**config.mk**
```make
export PLATFORM = sky130hd
export DESIGN_NAME = mem_port_arbiter_flat
export DESIGN_NICKNAME = d
export VERILOG_FILES = /design/src/rtl/mem_port_arbiter_if.sv /design/src/rtl/mem_port_arbiter.sv /design/src/flat_wrapper.sv
export SDC_FILE = /design/constraint.sdc
export NUM_CORES = 1
export LEC_CHECK = 0
export BUFFER_PORTS_ARGS = -buffer_cell sky130_fd_sc_hd__buf_2
export CAP_MARGIN = 20
export CORE_ASPECT_RATIO = 1.75
export CORE_MARGIN = 2
export CORE_UTILIZATION = 50
export DETAILED_ROUTE_END_ITERATION = 8
export GPL_TIMING_DRIVEN = 0
export PLACE_DENSITY = 0.8
export SYNTH_ARGS = -nofsm -noshare
export SYNTH_HDL_FRONTEND = slang
export SYNTH_SLANG_ARGS = --single-unit
```
**constraint.sdc**
```tcl
create_clock -name clk -period 4.1 [get_ports clk]
set_input_delay 1.23 -clock clk [delete_from_list [all_inputs] [get_ports clk]]
set_output_delay 1.23 -clock clk [all_outputs]
set_load 0.03 [all_outputs]
```
**src/rtl/mem_port_arbiter_if.sv**
```systemverilog
// rtl/mem_port_arbiter_if.sv - execute/fetch requester, memory macro and power signals of the arbiter
interface mem_port_arbiter_if #(
  parameter int ADDR_W = 8,
  parameter int DATA_W = 16
);
  logic              ex_rd_req;
  logic              ex_wr_req;
  logic [ADDR_W-1:0] ex_addr;
  logic [DATA_W-1:0] ex_wdata;
  logic [DATA_W-1:0] ex_rdata;
  logic              ex_ack;

  logic              if_req;
  logic [ADDR_W-1:0] if_addr;
  logic [DATA_W-1:0] if_rdata;
  logic              if_ack;

  logic              mem_en;
  logic              mem_we;
  logic [ADDR_W-1:0] mem_addr;
  logic [DATA_W-1:0] mem_wdata;
  logic [DATA_W-1:0] mem_rdata;

  logic              powerdown;
  logic              asleep;

  // arbiter side
  modport slave (
    input  ex_rd_req, ex_wr_req, ex_addr, ex_wdata,
    output ex_rdata, ex_ack,
    input  if_req, if_addr,
    output if_rdata, if_ack,
    output mem_en, mem_we, mem_addr, mem_wdata,
    input  mem_rdata,
    input  powerdown,
    output asleep
  );

  // requesters, memory macro and power controller side
  modport master (
    output ex_rd_req, ex_wr_req, ex_addr, ex_wdata,
    input  ex_rdata, ex_ack,
    output if_req, if_addr,
    input  if_rdata, if_ack,
    input  mem_en, mem_we, mem_addr, mem_wdata,
    output mem_rdata,
    output powerdown,
    input  asleep
  );
endinterface

```
**src/rtl/mem_port_arbiter.sv**
```systemverilog
// rtl/mem_port_arbiter.sv - two-requester arbiter for a single-ported data memory, fixed 4-cycle access
// Optional fetch starvation guard enabled by defining MEM_ARB_STARVE_GUARD_EN.
module mem_port_arbiter #(
  parameter int ADDR_W       = 8,
  parameter int DATA_W       = 16,
  parameter int STARVE_LIMIT = 4
) (
  input  logic               clk,
  input  logic               rst,
  mem_port_arbiter_if.slave  bus
);

  typedef enum logic [2:0] {
    ST_IDLE,
    ST_ACCESS,
    ST_WAIT,
    ST_DONE,
    ST_SLEEP
  } state_t;

  if (STARVE_LIMIT < 1 || STARVE_LIMIT > 15) begin : g_bad_limit
    $error("mem_port_arbiter: STARVE_LIMIT must be 1..15");
  end

  state_t            r_state;
  state_t            w_next_state;

  logic              r_win_if;
  logic              r_we;
  logic [DATA_W-1:0] r_ex_rdata;
  logic [DATA_W-1:0] r_if_rdata;
  logic              r_ex_ack;
  logic              r_if_ack;
  logic              r_mem_en;
  logic              r_mem_we;
  logic [ADDR_W-1:0] r_mem_addr;
  logic [DATA_W-1:0] r_mem_wdata;
  logic              r_asleep;

  logic              w_ex_pend;
  logic              w_fetch_first;
  logic              w_grant_ex;
  logic              w_grant_if;

  assign w_ex_pend = bus.ex_rd_req | bus.ex_wr_req;

`ifdef MEM_ARB_STARVE_GUARD_EN
  localparam logic [3:0] LP_LIMIT = 4'(STARVE_LIMIT);

  logic [3:0] r_starve_cnt;

  assign w_fetch_first = (r_starve_cnt == LP_LIMIT);

  // Counts execute wins only while fetch is actually waiting.
  always_ff @(posedge clk or negedge rst) begin
    if (!rst) begin
      r_starve_cnt <= 4'd0;
    end else if (w_grant_ex) begin
      r_starve_cnt <= bus.if_req ? (r_starve_cnt + 4'd1) : 4'd0;
    end else if (w_grant_if) begin
      r_starve_cnt <= 4'd0;
    end
  end
`else
  assign w_fetch_first = 1'b0;
`endif

  always_ff @(posedge clk or negedge rst) begin
    if (!rst) begin
      r_state <= ST_IDLE;
    end else begin
      r_state <= w_next_state;
    end
  end

  always_comb begin
    w_next_state = r_state;
    w_grant_ex   = 1'b0;
    w_grant_if   = 1'b0;
    case (r_state)
      ST_IDLE: begin
        if (bus.powerdown) begin
          w_next_state = ST_SLEEP;
        end else if (w_ex_pend && !(bus.if_req && w_fetch_first)) begin
          w_grant_ex   = 1'b1;
          w_next_state = ST_ACCESS;
        end else if (bus.if_req) begin
          w_grant_if   = 1'b1;
          w_next_state = ST_ACCESS;
        end
      end
      ST_ACCESS: w_next_state = ST_WAIT;
      ST_WAIT:   w_next_state = ST_DONE;
      ST_DONE:   w_next_state = ST_IDLE;
      ST_SLEEP: begin
        if (!bus.powerdown) begin
          w_next_state = ST_IDLE;
        end
      end
      default:   w_next_state = ST_IDLE;
    endcase
  end

  // Outputs are registered from the next state so they line up with the state they describe.
  always_ff @(posedge clk or negedge rst) begin
    if (!rst) begin
      r_win_if    <= 1'b0;
      r_we        <= 1'b0;
      r_ex_rdata  <= '0;
      r_if_rdata  <= '0;
      r_ex_ack    <= 1'b0;
      r_if_ack    <= 1'b0;
      r_mem_en    <= 1'b0;
      r_mem_we    <= 1'b0;
      r_mem_addr  <= '0;
      r_mem_wdata <= '0;
      r_asleep    <= 1'b0;
    end else begin
      r_mem_en <= w_grant_ex | w_grant_if;
      r_mem_we <= w_grant_ex & bus.ex_wr_req;
      r_asleep <= (w_next_state == ST_SLEEP);
      r_ex_ack <= (r_state == ST_WAIT) && !r_win_if;
      r_if_ack <= (r_state == ST_WAIT) && r_win_if;

      if (w_grant_ex) begin
        r_win_if    <= 1'b0;
        r_we        <= bus.ex_wr_req;
        r_mem_addr  <= bus.ex_addr;
        r_mem_wdata <= bus.ex_wdata;
      end else if (w_grant_if) begin
        r_win_if   <= 1'b1;
        r_we       <= 1'b0;
        r_mem_addr <= bus.if_addr;
      end

      if ((r_state == ST_WAIT) && !r_we) begin
        if (r_win_if) begin
          r_if_rdata <= bus.mem_rdata;
        end else begin
          r_ex_rdata <= bus.mem_rdata;
        end
      end
    end
  end

  assign bus.ex_rdata  = r_ex_rdata;
  assign bus.if_rdata  = r_if_rdata;
  assign bus.ex_ack    = r_ex_ack;
  assign bus.if_ack    = r_if_ack;
  assign bus.mem_en    = r_mem_en;
  assign bus.mem_we    = r_mem_we;
  assign bus.mem_addr  = r_mem_addr;
  assign bus.mem_wdata = r_mem_wdata;
  assign bus.asleep    = r_asleep;

endmodule

```
**src/flat_wrapper.sv**
```systemverilog
// flat-port wrapper written by rule: the top's interface ports become plain ports
module mem_port_arbiter_flat 
#(
  parameter int ADDR_W       = 8,
  parameter int DATA_W       = 16,
  parameter int STARVE_LIMIT = 4
)
  (clk, rst, bus_ex_rd_req, bus_ex_wr_req, bus_ex_addr, bus_ex_wdata, bus_ex_rdata, bus_ex_ack, bus_if_req, bus_if_addr, bus_if_rdata, bus_if_ack, bus_mem_en, bus_mem_we, bus_mem_addr, bus_mem_wdata, bus_mem_rdata, bus_powerdown, bus_asleep);
  mem_port_arbiter_if #(.ADDR_W(ADDR_W), .DATA_W(DATA_W)) bus_i ();
  input  logic clk;
  input  logic rst;
  input wire logic [$bits(bus_i.ex_rd_req)-1:0] bus_ex_rd_req;
  input wire logic [$bits(bus_i.ex_wr_req)-1:0] bus_ex_wr_req;
  input wire logic [$bits(bus_i.ex_addr)-1:0] bus_ex_addr;
  input wire logic [$bits(bus_i.ex_wdata)-1:0] bus_ex_wdata;
  output wire logic [$bits(bus_i.ex_rdata)-1:0] bus_ex_rdata;
  output wire logic [$bits(bus_i.ex_ack)-1:0] bus_ex_ack;
  input wire logic [$bits(bus_i.if_req)-1:0] bus_if_req;
  input wire logic [$bits(bus_i.if_addr)-1:0] bus_if_addr;
  output wire logic [$bits(bus_i.if_rdata)-1:0] bus_if_rdata;
  output wire logic [$bits(bus_i.if_ack)-1:0] bus_if_ack;
  output wire logic [$bits(bus_i.mem_en)-1:0] bus_mem_en;
  output wire logic [$bits(bus_i.mem_we)-1:0] bus_mem_we;
  output wire logic [$bits(bus_i.mem_addr)-1:0] bus_mem_addr;
  output wire logic [$bits(bus_i.mem_wdata)-1:0] bus_mem_wdata;
  input wire logic [$bits(bus_i.mem_rdata)-1:0] bus_mem_rdata;
  input wire logic [$bits(bus_i.powerdown)-1:0] bus_powerdown;
  output wire logic [$bits(bus_i.asleep)-1:0] bus_asleep;
  assign bus_i.ex_rd_req = bus_ex_rd_req;
  assign bus_i.ex_wr_req = bus_ex_wr_req;
  assign bus_i.ex_addr = bus_ex_addr;
  assign bus_i.ex_wdata = bus_ex_wdata;
  assign bus_ex_rdata = bus_i.ex_rdata;
  assign bus_ex_ack = bus_i.ex_ack;
  assign bus_i.if_req = bus_if_req;
  assign bus_i.if_addr = bus_if_addr;
  assign bus_if_rdata = bus_i.if_rdata;
  assign bus_if_ack = bus_i.if_ack;
  assign bus_mem_en = bus_i.mem_en;
  assign bus_mem_we = bus_i.mem_we;
  assign bus_mem_addr = bus_i.mem_addr;
  assign bus_mem_wdata = bus_i.mem_wdata;
  assign bus_i.mem_rdata = bus_mem_rdata;
  assign bus_i.powerdown = bus_powerdown;
  assign bus_asleep = bus_i.asleep;
  mem_port_arbiter #(.ADDR_W(ADDR_W), .DATA_W(DATA_W), .STARVE_LIMIT(STARVE_LIMIT)) u_core (.clk(clk), .rst(rst), .bus(bus_i));
endmodule
```
==> impl_results.md, run 1 <==
* Status: finished, final reports clean
* CTS Sinks at 66
* Detail Route Antenna Nets at 0
* Initial Util at 51.3%
* First-pass GRT wire length at 8.61 mm
* Crit path max-delay family: buffers and inverters
* Most frequent cells in the layout: 116 x buf_2, 66 x dfrtp_1, 48 x mux2_2
* Clk_skew at 0.00567 ns
* Post-synth top area share at 65.2%
* Seq/Total Area, Yosys at 65.2%
* Synth unique cells at 24
* Clock Path Buffers at 2
* Die W at 57.8 um
* Sum of buffers and inverters on the critical path at 3
* N_diodes at 0
* Worst r2r src: u_core.r_state[0]
* Leading post-synthesis cells by cell area: dfrtp_1 65%, mux2_2 21%, a2bb2oi_1 2.8%
* Cell Rows at 34
* Clk_lat worst skew at 0.33 ns
* Highest clock rate at 0.408 GHz
* Max-slew violation count at 0
* Initial antenna violation count at 0
* Max Cap Viol at 0
* Pin count of the biggest net entering global routing at 36
* Hold_sp: u_core.bus.mem_wdata[7]
* TNS Setup at 0 ns
* RSZ-0062 raised after global routing: no
* Drt pass-1 iters at 4
* Worst endpoint data arrival time at 2.67 ns
* Worst Tran Pin Value at 0.710 ns
* CTS clk-pin slew, worst paths at 0.07 ns
* Die Span Y at 98.1 um
* Mapped Cells at 161
* Reg2reg setup slack at 2.14 ns
* FF-to-FF End: u_core.bus.if_rdata[4]
* Crit path max-delay cell type: nor4_2
* Crit Path Max Fanout at 10
* Fin. Hold Viols at 0
* Syn nets at 215
* Synthesized area at 2530 sq um
* Most common cell after layout, fill and taps aside: buf_2
* Pwr per Cell Area at 915 nW/um^2
* Critical Path Source Type: primary input
* Worst setup path startpoint: bus_powerdown
* Grt ovf at 0
* CTS Hold Bufs at 0
* Yosys Warn Count at 0
* Area Overhead vs Synth at 34.1%
* H-tree levels at 3
* Final Cycle Share at 59.8%
* Drt drc at 0
* GPL Wtd Cong at 0.744
* Crit-path cells: buf_2, nor4_2, nor2b_1, buf_2, buf_4, mux2_2
* Slew HR at 52.6%
* CP dominant cell by count: buf_2
* Yosys reg bits at 66
* Number of port buffers at 114
* WS Path Type: primary input to flip-flop
* Post-CTS Setup Inserts at 0
* Layout cells sized above 1 at 64.4%
* Hpwl dp at 3.86 mm
* Critical Path Max Stage Delay at 0.35 ns
* Syn_area_per_cell at 15.7 sq um
* Overall power at 3110 uW
* Die area at 5670 sq um
* Ports at 115
* Post-synth top area cell: dfrtp_1
* Worst Path Required at 4.32 ns
* Crit end category: flip-flop
* Reg2Reg Depth at 4
* Leakage power at 0.00167 uW
* Post-layout min period at 2.45 ns
* Post-Route WL at 5.15 mm
* Worst Setup EP: u_core.bus.mem_wdata[6]
* Wire length per cell at 14.9 um
* GRT Resource Usage Total at 19.7%
* Post_cts resized at 0
* Worst path depth at 6
* Vias per cell at 5.19
* TritonCTS clock tree: done
* Core area at 4930 sq um
* CTS buffer count at 9
* Iter 0 DRT Violations at 33
* Final core utilization at 68.8%
* Hold WC Path Type: flip-flop to flip-flop
* CTS root buf: clkbuf_8
* Vias in the first global route at 1,847
* DR vias at 1,795
* Final setup fails at 0
* Worst vdd ir at 0.603 mV
* Final Net Count at 341
report_power, final:
group          leakage, uW  internal [uW]  switching, uW
Sequential        0.000795            963            166
Combinational     0.000780            528            900
Clock            0.0000986            313            237
layout make-up:
class                   count  area (sq um)
flip-flops and latches     66          1650
fillers                   358          1540
multi-input cells          86           830
repair buffers            115           591
clock buffers              12           155
well taps                  54          67.6
clock inverters             4          50.0
plain buffers               8          47.5
inverters                   1          3.75
how the worst min path moves through the flow:
stage | endpoint | cells after the start | slack, ns
5_1_grt | u_core.bus.ex_rdata[6] | 1 | 0.51
3_5_place_dp | u_core.bus.ex_rdata[7] | 1 | 0.49
6_report | u_core.bus.mem_wdata[7] | 1 | 0.50
2_1_floorplan | u_core.bus.asleep | 1 | 0.50
4_1_cts | u_core.bus.ex_rdata[5] | 1 | 0.51
3_3_place_gp | u_core.bus.ex_rdata[6] | 1 | 0.48
synthesized netlist by cell type:
library cell,instances
a21o_1,1
a21oi_1,3
a2bb2oi_1,8
and2_1,2
buf_2,2
buf_4,2
buf_6,1
clkbuf_1,3
dfrtp_1,66
inv_1,1
mux2_2,48
nand2b_1,1
nand2b_2,1
nor2_1,2
nor2b_1,1
nor3_1,4
nor3b_1,1
nor4_2,1
nor4_4,1
nor4b_4,1
o21ai_0,1
o22ai_1,8
or3_1,1
or3b_2,1
stage by stage:
| step | worst slack [ns] | instance area, sq um | hold slack (ns) | std cells |
|---|---|---|---|---|
| global route | 1.51 | 3400 | 0.511 | 346 |
| detailed placement | 1.28 | 3190 | 0.490 | 330 |
| global placement | 1.30 | 3170 | 0.485 | 329 |
| floorplan | 1.59 | 2530 | 0.501 | 161 |
| CTS | 1.63 | 3400 | 0.507 | 346 |
| finish | 1.65 | 3400 | 0.503 | 346 |
cell families after synthesis:
logic type	Yosys count	synth area share [%]
compound gates	21	5.83
buf+inv	9	2.03
flops	66	65.2
mux	48	21.3
simple gates	17	5.58
registers in the layout, indices dropped and copies added, names as in the netlist:
signal                count
u_core.bus.ex_rdata      16
u_core.bus.if_rdata      16
u_core.bus.mem_wdata     16
u_core.bus.mem_addr       8
u_core.r_state            3
u_core.bus.asleep         1
u_core.bus.ex_ack         1
u_core.bus.if_ack         1
u_core.bus.mem_en         1
u_core.bus.mem_we         1
u_core.r_we               1
u_core.r_win_if           1
routing by layer:
layer  track usage (%)  part of all wire, %
met1              23.3                   39
met2              33.3                   52
met3              5.70                  7.5
met4              7.51                  1.5
met5                 0                    0
(Power assumes the default switching activity.)
==> inputs of run 2 (changes only) <==
--- a/config.mk
+++ b/config.mk
@@ -9,10 +9,10 @@
 export CAP_MARGIN = 20
 export CORE_ASPECT_RATIO = 1.75
 export CORE_MARGIN = 2
-export CORE_UTILIZATION = 50
+export CORE_UTILIZATION = 42
 export DETAILED_ROUTE_END_ITERATION = 8
 export GPL_TIMING_DRIVEN = 0
-export PLACE_DENSITY = 0.8
+export PLACE_DENSITY = 0.72
 export SYNTH_ARGS = -nofsm -noshare
 export SYNTH_HDL_FRONTEND = slang
 export SYNTH_SLANG_ARGS = --single-unit
==> constraint.sdc (replaced) <==
create_clock -name clk -period 2.2 [get_ports clk]
set_input_delay 0.66 -clock clk [delete_from_list [all_inputs] [get_ports clk]]
set_output_delay 0.66 -clock clk [all_outputs]
set_load 0.03 [all_outputs]
==> run 2 against run 1 <==
Combinational power increased by 87%. First-iteration DRC count rose by 61%. Count of clock-buffer cells in the layout down 2. Utilization decreased by 9.6 points. Design area rose by 1.7%. Sequential power grew 85%. Worst hold slack got worse by 0.088 ns. Final cell count is 6.6% higher.
==> impl_results.md, run 2 (same netlist as run 1, synthesis figures left out) <==
* Detail Route Antenna Nets at 0
* H-tree levels at 3
* Highest clock rate at 0.506 GHz
* Iter 0 DRT Violations at 53
* TritonCTS clock tree: done
* Initial antenna violation count at 0
* Post-Route WL at 5.30 mm
* Worst r2r src: u_core.r_state[0]
* Most frequent cells in the layout: 115 x buf_2, 66 x dfrtp_1, 48 x mux2_2
* Max Cap Viol at 0
* Clk_lat worst skew at 0.33 ns
* M1 WL at 1.96 mm
* Critical Path Source Type: flip-flop
* Max-slew violation count at 0
* RSZ-0062 raised after global routing: no
* Top Layer Used: met4
* CTS Sinks at 66
* Final core utilization at 59.2%
* Final setup fails at 0
* N_diodes at 0
* First-pass GRT wire length at 8.56 mm
* Grt ovf at 0
* Initial Util at 43.4%
* Wire length per cell at 14.4 um
* Vias in the first global route at 1,758
* Final Net Count at 340
* Vias per cell at 4.75
* Final Cycle Share at 89.8%
* Worst vdd ir at 0.890 mV
* GRT Resource Usage Total at 16.9%
* Pin count of the biggest net entering global routing at 67
* WL met2 at 2.97 mm
* Layout cells sized above 1 at 64.6%
* Post_cts resized at 0
* Reg2Reg Depth at 4
* CTS buffer count at 9
* WS Path Type: flip-flop to flip-flop
* DR vias at 1,752
* Leakage power at 0.00169 uW
* Clock Path Buffers at 2
* Pwr per Cell Area at 1740 nW/um^2
* Worst endpoint data arrival time at 2.19 ns
* Post-layout min period at 1.98 ns
* Die Span Y at 107 um
* Crit Path Max Fanout at 10
* Slew HR at 46.6%
* CTS Hold Bufs at 0
* Post-CTS Setup Inserts at 0
* GPL Wtd Cong at 0.791
* Die W at 62.7 um
* Hold WC Path Type: primary input to async pin
* Crit end category: flip-flop
* Area Overhead vs Synth at 36.4%
* Clk_skew at 0.0118 ns
* Reg2reg setup slack at 0.22 ns
* FF-to-FF End: u_core.bus.if_rdata[6]
* Overall power at 6000 uW
* Hpwl dp at 4.11 mm
* Min Hold Slack at 0.415 ns
* Core area at 5830 sq um
* Cell Rows at 37
* Die area at 6690 sq um
* Fill count at 529
* Drt pass-1 iters at 2
* Dpl cell area at 3200 sq um
* CTS root buf: clkbuf_8
* Drt drc at 0
* Ports at 115
* Finished Cell Area at 3450 sq um
* Number of port buffers at 114
* Worst Tran Pin Value at 0.801 ns
* Status: finished, final reports clean
* Most common cell after layout, fill and taps aside: buf_2
* Fin. Hold Viols at 0
* CTS clk-pin slew, worst paths at 0.07 ns
* Worst Path Required at 2.41 ns
* WL met3 at 303 um
[run 2: final cells by class]
cell class / count / area (sq um) / area share (%)
plain buffers: 8 / 47.5 / 1.38
clock buffers: 10 / 138 / 3.99
clock inverters: 6 / 113 / 3.26
inverters: 1 / 3.75 / 0.109
multi-input cells: 86 / 830 / 24.0
flip-flops and latches: 66 / 1650 / 47.8
well taps: 78 / 97.6 / 2.83
repair buffers: 114 / 573 / 16.6
[run 2: critical path: stages, from the launching register on]
cell      delay [ns]
dfrtp_1         0.45
nand2b_2        0.28
nor4b_4         0.55
buf_6           0.23
mux2_2          0.35
[run 2: per-layer routing]
layer,vias up,track usage [%]
li1,836,-
met1,849,18.7
met2,63,29.3
met3,4,5.67
met4,0,7.62
met5,-,0
[run 2: worst max path at each step]
stage	start	to	slack, ns	depth (start not counted)
finish	u_core.r_state[0]	u_core.bus.if_rdata[6]	0.22	4
global placement	bus_powerdown	u_core.bus.mem_wdata[10]	-0.08	6
CTS	u_core.r_state[0]	u_core.bus.if_rdata[6]	0.18	4
global route	u_core.r_state[0]	u_core.bus.mem_wdata[6]	0.08	5
detailed placement	bus_powerdown	u_core.bus.mem_wdata[6]	-0.08	6
floorplan	bus_powerdown	u_core.bus.mem_wdata[10]	0.26	5
[run 2: through the flow]
stage,setup TNS (ns),std cells,setup WS (ns)
2_1_floorplan,0,161,0.264
3_3_place_gp,-0.677,353,-0.0767
3_5_place_dp,-0.683,353,-0.0781
4_1_cts,0,369,0.179
5_1_grt,0,369,0.0778
6_report,0,369,0.225
[run 2: power breakdown]
group / internal [uW] / total [uW] / switching (uW)
logic: 982 / 2670 / 1690
registers: 1790 / 2090 / 300
clock network: 788 / 1240 / 451
